[config.mk]
export PLATFORM = sky130hd
export DESIGN_NAME = fetch_queue
export DESIGN_NICKNAME = d
export VERILOG_FILES = /design/src/rtl/fetch_queue.sv
export SDC_FILE = /design/constraint.sdc
export NUM_CORES = 1
export LEC_CHECK = 0
export BUFFER_PORTS_ARGS = -buffer_cell sky130_fd_sc_hd__buf_2
export CORE_MARGIN = 2
export CORE_UTILIZATION = 59
export DETAILED_ROUTE_END_ITERATION = 16
export PLACE_DENSITY = 0.79
export SLEW_MARGIN = 10
export SYNTH_ARGS = -nofsm -noshare
export SYNTH_HDL_FRONTEND = slang
export SYNTH_SLANG_ARGS = --single-unit
[constraint.sdc]
create_clock -name clk -period 11.4 [get_ports clk]
set_input_delay 2.28 -clock clk [delete_from_list [all_inputs] [get_ports clk]]
set_output_delay 2.28 -clock clk [all_outputs]
set_load 0.02 [all_outputs]
[src/rtl/fetch_queue.sv]
// Instruction-fetch front end: issues sequential word fetches, buffers in-order
// responses with their PCs, and handles redirect flush and out-of-text faults.
module fetch_queue #(
    parameter int unsigned DEPTH      = 4,
    parameter logic [31:0] TEXT_START = 32'h0040_0000,
    parameter int unsigned TEXT_BYTES = 1024
) (
    input  logic        clk,
    input  logic        rst,
    output logic        mem_req_valid,
    input  logic        mem_req_ready,
    output logic [31:0] mem_req_addr,
    input  logic        mem_resp_valid,
    input  logic [31:0] mem_resp_data,
    output logic        out_valid,
    input  logic        out_ready,
    output logic [31:0] out_pc,
    output logic [31:0] out_instr,
    output logic        out_fault,
    input  logic        redirect_valid,
    input  logic [31:0] redirect_pc
);
    localparam int unsigned AW = $clog2(DEPTH);
    localparam int unsigned CW = AW + 1;
    localparam logic [31:0] TEXT_LAST = TEXT_START + 32'(TEXT_BYTES) - 32'd4;
    localparam logic [CW-1:0] DEPTH_C = CW'(DEPTH);

    logic [31:0]   fetch_pc_r;
    logic [31:0]   resp_pc_r;
    logic [CW-1:0] count_r;
    logic [CW-1:0] outstanding_r;
    logic [CW-1:0] drop_r;
    logic          halted_r;
    logic [AW-1:0] head_r;
    logic [AW-1:0] tail_r;
    logic [31:0]   pc_q_r    [DEPTH];
    logic [31:0]   instr_q_r [DEPTH];
    logic          fault_q_r [DEPTH];

    logic          in_range_s;
    logic          credit_s;
    logic          req_valid_s;
    logic          req_fire_s;
    logic          resp_push_s;
    logic          resp_drop_s;
    logic          fault_push_s;
    logic          push_s;
    logic          pop_s;
    logic [CW:0]   inflight_s;

    // Control strobes derived from registered state and this cycle's inputs.
    always_comb begin
        in_range_s   = (fetch_pc_r[1:0] == 2'b00) && (fetch_pc_r >= TEXT_START)
                       && (fetch_pc_r <= TEXT_LAST);
        inflight_s   = {1'b0, count_r} + {1'b0, outstanding_r};
        credit_s     = inflight_s < {1'b0, DEPTH_C};
        req_valid_s  = !rst && !halted_r && in_range_s && !redirect_valid && credit_s;
        req_fire_s   = req_valid_s && mem_req_ready;
        resp_drop_s  = mem_resp_valid && (drop_r != {CW{1'b0}});
        resp_push_s  = mem_resp_valid && (drop_r == {CW{1'b0}}) && !redirect_valid;
        // Fault waits for the pipe to drain so it lands after every older fetch.
        fault_push_s = !halted_r && !in_range_s && (outstanding_r == {CW{1'b0}})
                       && (count_r < DEPTH_C) && !redirect_valid;
        push_s       = resp_push_s || fault_push_s;
        pop_s        = (count_r != {CW{1'b0}}) && out_ready && !redirect_valid;
    end

    // Fetch/response pointers, credit counters and halt state.
    always_ff @(posedge clk) begin
        if (rst) begin
            fetch_pc_r    <= TEXT_START;
            resp_pc_r     <= TEXT_START;
            count_r       <= {CW{1'b0}};
            outstanding_r <= {CW{1'b0}};
            drop_r        <= {CW{1'b0}};
            halted_r      <= 1'b0;
            head_r        <= {AW{1'b0}};
            tail_r        <= {AW{1'b0}};
        end else if (redirect_valid) begin
            fetch_pc_r    <= redirect_pc;
            resp_pc_r     <= redirect_pc;
            count_r       <= {CW{1'b0}};
            outstanding_r <= {CW{1'b0}};
            drop_r        <= drop_r + outstanding_r - {{(CW-1){1'b0}}, mem_resp_valid};
            halted_r      <= 1'b0;
            head_r        <= {AW{1'b0}};
            tail_r        <= {AW{1'b0}};
        end else begin
            if (req_fire_s) fetch_pc_r <= fetch_pc_r + 32'd4;
            if (resp_push_s) resp_pc_r <= resp_pc_r + 32'd4;
            if (resp_drop_s) drop_r <= drop_r - {{(CW-1){1'b0}}, 1'b1};
            if (fault_push_s) halted_r <= 1'b1;
            if (push_s) tail_r <= tail_r + AW'(1'b1);
            if (pop_s) head_r <= head_r + AW'(1'b1);
            case ({req_fire_s, resp_push_s})
                2'b10:   outstanding_r <= outstanding_r + {{(CW-1){1'b0}}, 1'b1};
                2'b01:   outstanding_r <= outstanding_r - {{(CW-1){1'b0}}, 1'b1};
                default: outstanding_r <= outstanding_r;
            endcase
            case ({push_s, pop_s})
                2'b10:   count_r <= count_r + {{(CW-1){1'b0}}, 1'b1};
                2'b01:   count_r <= count_r - {{(CW-1){1'b0}}, 1'b1};
                default: count_r <= count_r;
            endcase
        end
    end

    // Entry storage; cleared on reset so the head outputs read zero.
    always_ff @(posedge clk) begin
        if (rst) begin
            for (int i = 0; i < DEPTH; i++) begin
                pc_q_r[i]    <= 32'h0;
                instr_q_r[i] <= 32'h0;
                fault_q_r[i] <= 1'b0;
            end
        end else if (push_s) begin
            pc_q_r[tail_r]    <= resp_push_s ? resp_pc_r : fetch_pc_r;
            instr_q_r[tail_r] <= resp_push_s ? mem_resp_data : 32'h0;
            fault_q_r[tail_r] <= !resp_push_s;
        end else begin
            pc_q_r[tail_r]    <= pc_q_r[tail_r];
            instr_q_r[tail_r] <= instr_q_r[tail_r];
            fault_q_r[tail_r] <= fault_q_r[tail_r];
        end
    end

    assign mem_req_valid = req_valid_s;
    assign mem_req_addr  = fetch_pc_r;
    assign out_valid     = (count_r != {CW{1'b0}});
    assign out_pc        = pc_q_r[head_r];
    assign out_instr     = instr_q_r[head_r];
    assign out_fault     = fault_q_r[head_r];
endmodule

==> impl_metrics.env <==
export IMPL_yosysWarnings=0
export IMPL_rsz0062_at_grt="no"
export IMPL_cts_repair_resized=0
export IMPL_ant_nets=0
export IMPL_clockRootBuffer="clkbuf_16"
export IMPL_syn_area_um2=15000
export IMPL_cellPowerDensity_nw_per_um2=176
export IMPL_htree_levels=2
export IMPL_async_flop_share_pct=0
export IMPL_ctsHoldBuffers=0
export IMPL_fmax_mhz=142
export IMPL_numPortBuffers=168
export IMPL_grt_pass1_wl_mm=54.0
export IMPL_grt_max_degree=66
export IMPL_synth_edff_count=260
export IMPL_vias=9801
export IMPL_skew_ns=0.0158
export IMPL_status="finished, final reports clean"
export IMPL_maxCapViolCount=0
export IMPL_ys_seq_elements=340
export IMPL_dp_slack_ns=4.39
export IMPL_cts_setup_buffers=0
export IMPL_die_h_um=163
export IMPL_setup_viol=0
export IMPL_synth_fp_nets=1244
export IMPL_cts_buffers_inserted=35
export IMPL_core_area_um2=25100
export IMPL_grt_util_all_layers_pct=26.5
export IMPL_grt_overflow=0
export IMPL_synth_cell_types=54
export IMPL_drt_vias_per_instance=5.89
export IMPL_clkTransAtPathRegs_ns=0.06
export IMPL_timing_slew_headroom_pct=33.6
export IMPL_clockBufferDepth=3
export IMPL_fin_hold_ws_ns=0.460
export IMPL_fillers=1818
export IMPL_fp_row_count=58
export IMPL_timing_final_ws_setup_ns=4.37
export IMPL_power_total_mw=3.05
export IMPL_crit_slowest_cell="nand2_1"
export IMPL_crit_required_ns=9.12
export IMPL_clkLatencyLatePin_ns=0.51
export IMPL_nNetsFinal=1393
export IMPL_worstPathArrival_ns=4.75
export IMPL_initial_core_util_pct=59.8
export IMPL_start_kind="input port"
export IMPL_path_cells="buf_2 > buf_4 > clkinv_1 > nand2_1 > nor4_1 > buf_2"
export IMPL_fin_util_pct=69.0
export IMPL_period_share_pct=61.7
export IMPL_slowest_delay_ns=0.92
export IMPL_drive_gt1_share_pct=24.6
export IMPL_synth_area_leaders="edfxtp_1 (52%), dfxtp_1 (11%), mux4_2 (9.8%)"
export IMPL_first_global_vias=9821
export IMPL_drc_errors=0
export IMPL_antenna_found_initial=0
export IMPL_crit_top_cell="buf_2"
export IMPL_ir_drop_mv=0.125
export IMPL_hpwlAfterDp_mm=21.0
export IMPL_synthFlopType="edfxtp_1"
export IMPL_tightest_slew_ns=0.996
export IMPL_yosysSeqAreaShare_pct=62.7
export IMPL_dr_first_iter_drc_count=758
export IMPL_finalHoldViolations=0
export IMPL_hold_path_class="reg2reg"
export IMPL_wl_per_cell_um=20.8
export IMPL_design_die_area_um2=26700
export IMPL_synth_cells=1159
export IMPL_antenna_cells=0
export IMPL_p_leak_nw=6.60
export IMPL_period_needed_ns=7.03
export IMPL_tritoncts="yes"
export IMPL_drt_wl_total_mm=34.6
export IMPL_fp_dieW_um=163
export IMPL_end_kind="primary output"
export IMPL_yosysTopAreaCell="edfxtp_1"
export IMPL_avgSynthCellArea_um2=12.9
export IMPL_place_gp_congestion=0.851
export IMPL_crit_type="in2out"
export IMPL_fin_tns_setup_ns=0
export IMPL_worstPathMaxFanout=39
export IMPL_io_pins=169
export IMPL_yosysTopAreaCellShare_pct=52.0
export IMPL_cts_sinks=340
export IMPL_synthToLayoutAreaGrowth_pct=15.4
export IMPL_final_max_slew_viol_count=0
export IMPL_firstDrtPassIters=5
-- cells by family (layout without fill, tap and decap cells) --
group	Yosys count	count (layout)	share of synthesized area [%]
and+or+nand+nor	437	437	12.9
DFF	340	340	62.7
buffers and inverters	126	300	3.71
muxes	105	105	12.4
AOI/OAI and AO/OA	95	95	4.44
xor gates and xnor gates	41	41	2.39
adders and majority gates	15	15	1.40
-- worst max-delay path, delay by kind of cell --
| family | cells | cell delay, ns |
|---|---|---|
| buffers and inverters | 4 | 1.42 |
| AND/OR/NAND/NOR | 2 | 1.02 |
-- synthesized netlist by cell type (12+ instances only) --
cell      number
edfxtp_1     260
ha_1          12
nor4_1        14
buf_4         14
buf_2         19
clkbuf_1      33
a21oi_1       30
dfxtp_1       80
inv_1         55
nand2_1       74
mux2i_1       40
xor2_1        15
nand3_1       18
xnor2_1       26
nor2_1       261
nor3_1        23
mux4_2        65
o21ai_0       14
-- routing by layer --
metal,GRT usage [%],up-vias,wire (µm)
li1,-,4489,-
met1,36.2,4806,14100
met2,43.8,448,16900
met3,5.28,58,2730
met4,7.46,0,779
met5,0,-,0
-- cell usage in the layout, fill, tap and decap left out, drive strengths merged, types with 3 or more instances in the layout --
cell / synthesis / final
or3: 4 / 4
xnor2: 26 / 26
clkinv: 1 / 13
and4: 4 / 4
clkbuf: 33 / 42
nand3: 18 / 18
nand2b: 3 / 3
nor2: 261 / 261
nand2: 74 / 74
xor2: 15 / 15
dfxtp: 80 / 80
o21a: 5 / 5
a22o: 11 / 11
buf: 37 / 182
o21ai: 17 / 17
fa: 3 / 3
edfxtp: 260 / 260
nor3: 25 / 25
a211oi: 11 / 11
inv: 55 / 56
nor4: 21 / 21
a21oi: 30 / 30
mux4: 65 / 65
ha: 12 / 12
nand4: 11 / 11
mux2i: 40 / 40
and3: 9 / 9
bufinv: 0 / 6
o211ai: 5 / 5
-- report_power, final --
part	internal, mW	switching (mW)	leakage [nW]	total (mW)
clock	0.739	0.462	0.596	1.20
combinational	0.130	0.251	2.61	0.382
sequential	1.43	0.0430	3.39	1.47
-- final cells by class --
cell class,count,area [µm²],share of cell area (%)
Inverter,56,210,1.21
Sequential cell,340,9410,54.4
Clock inverter,20,249,1.44
Clock buffer,42,965,5.57
Timing Repair Buffer,182,946,5.46
Tap cell,330,413,2.38
Multi-Input combinational cell,693,5120,29.6
-- flip-flops by register name, indices dropped and copies added (netlist names), 3 cells and up, named ones only --
signal,flops
outstanding_r,3
drop_r,3
pc_q_r,128
fault_q_r,4
mem_req_addr,32
instr_q_r,128
resp_pc_r,32
count_r,3
-- through the flow --
stage	instances	instance area, µm²
floorplan	1159	15000
global placement	1601	16100
detailed placement	1601	16100
CTS	1663	17300
global route	1663	17300
finish	1663	17300
-- worst paths after layout --
check	cells past startpoint	slack, ns	to	start
setup / recovery	6	4.37	mem_req_valid	rst
hold / removal	2	0.46	resp_pc_r[0]$_SDFFE_PP0P_	resp_pc_r[0]$_SDFFE_PP0P_
setup reg to reg	10	7.68	count_r[2]$_SDFFE_PP0P_	mem_req_addr[22]$_SDFFE_PP1N_
hold reg to reg	2	0.46	resp_pc_r[0]$_SDFFE_PP0P_	resp_pc_r[0]$_SDFFE_PP0P_
Power figures use the tool's default switching activity.
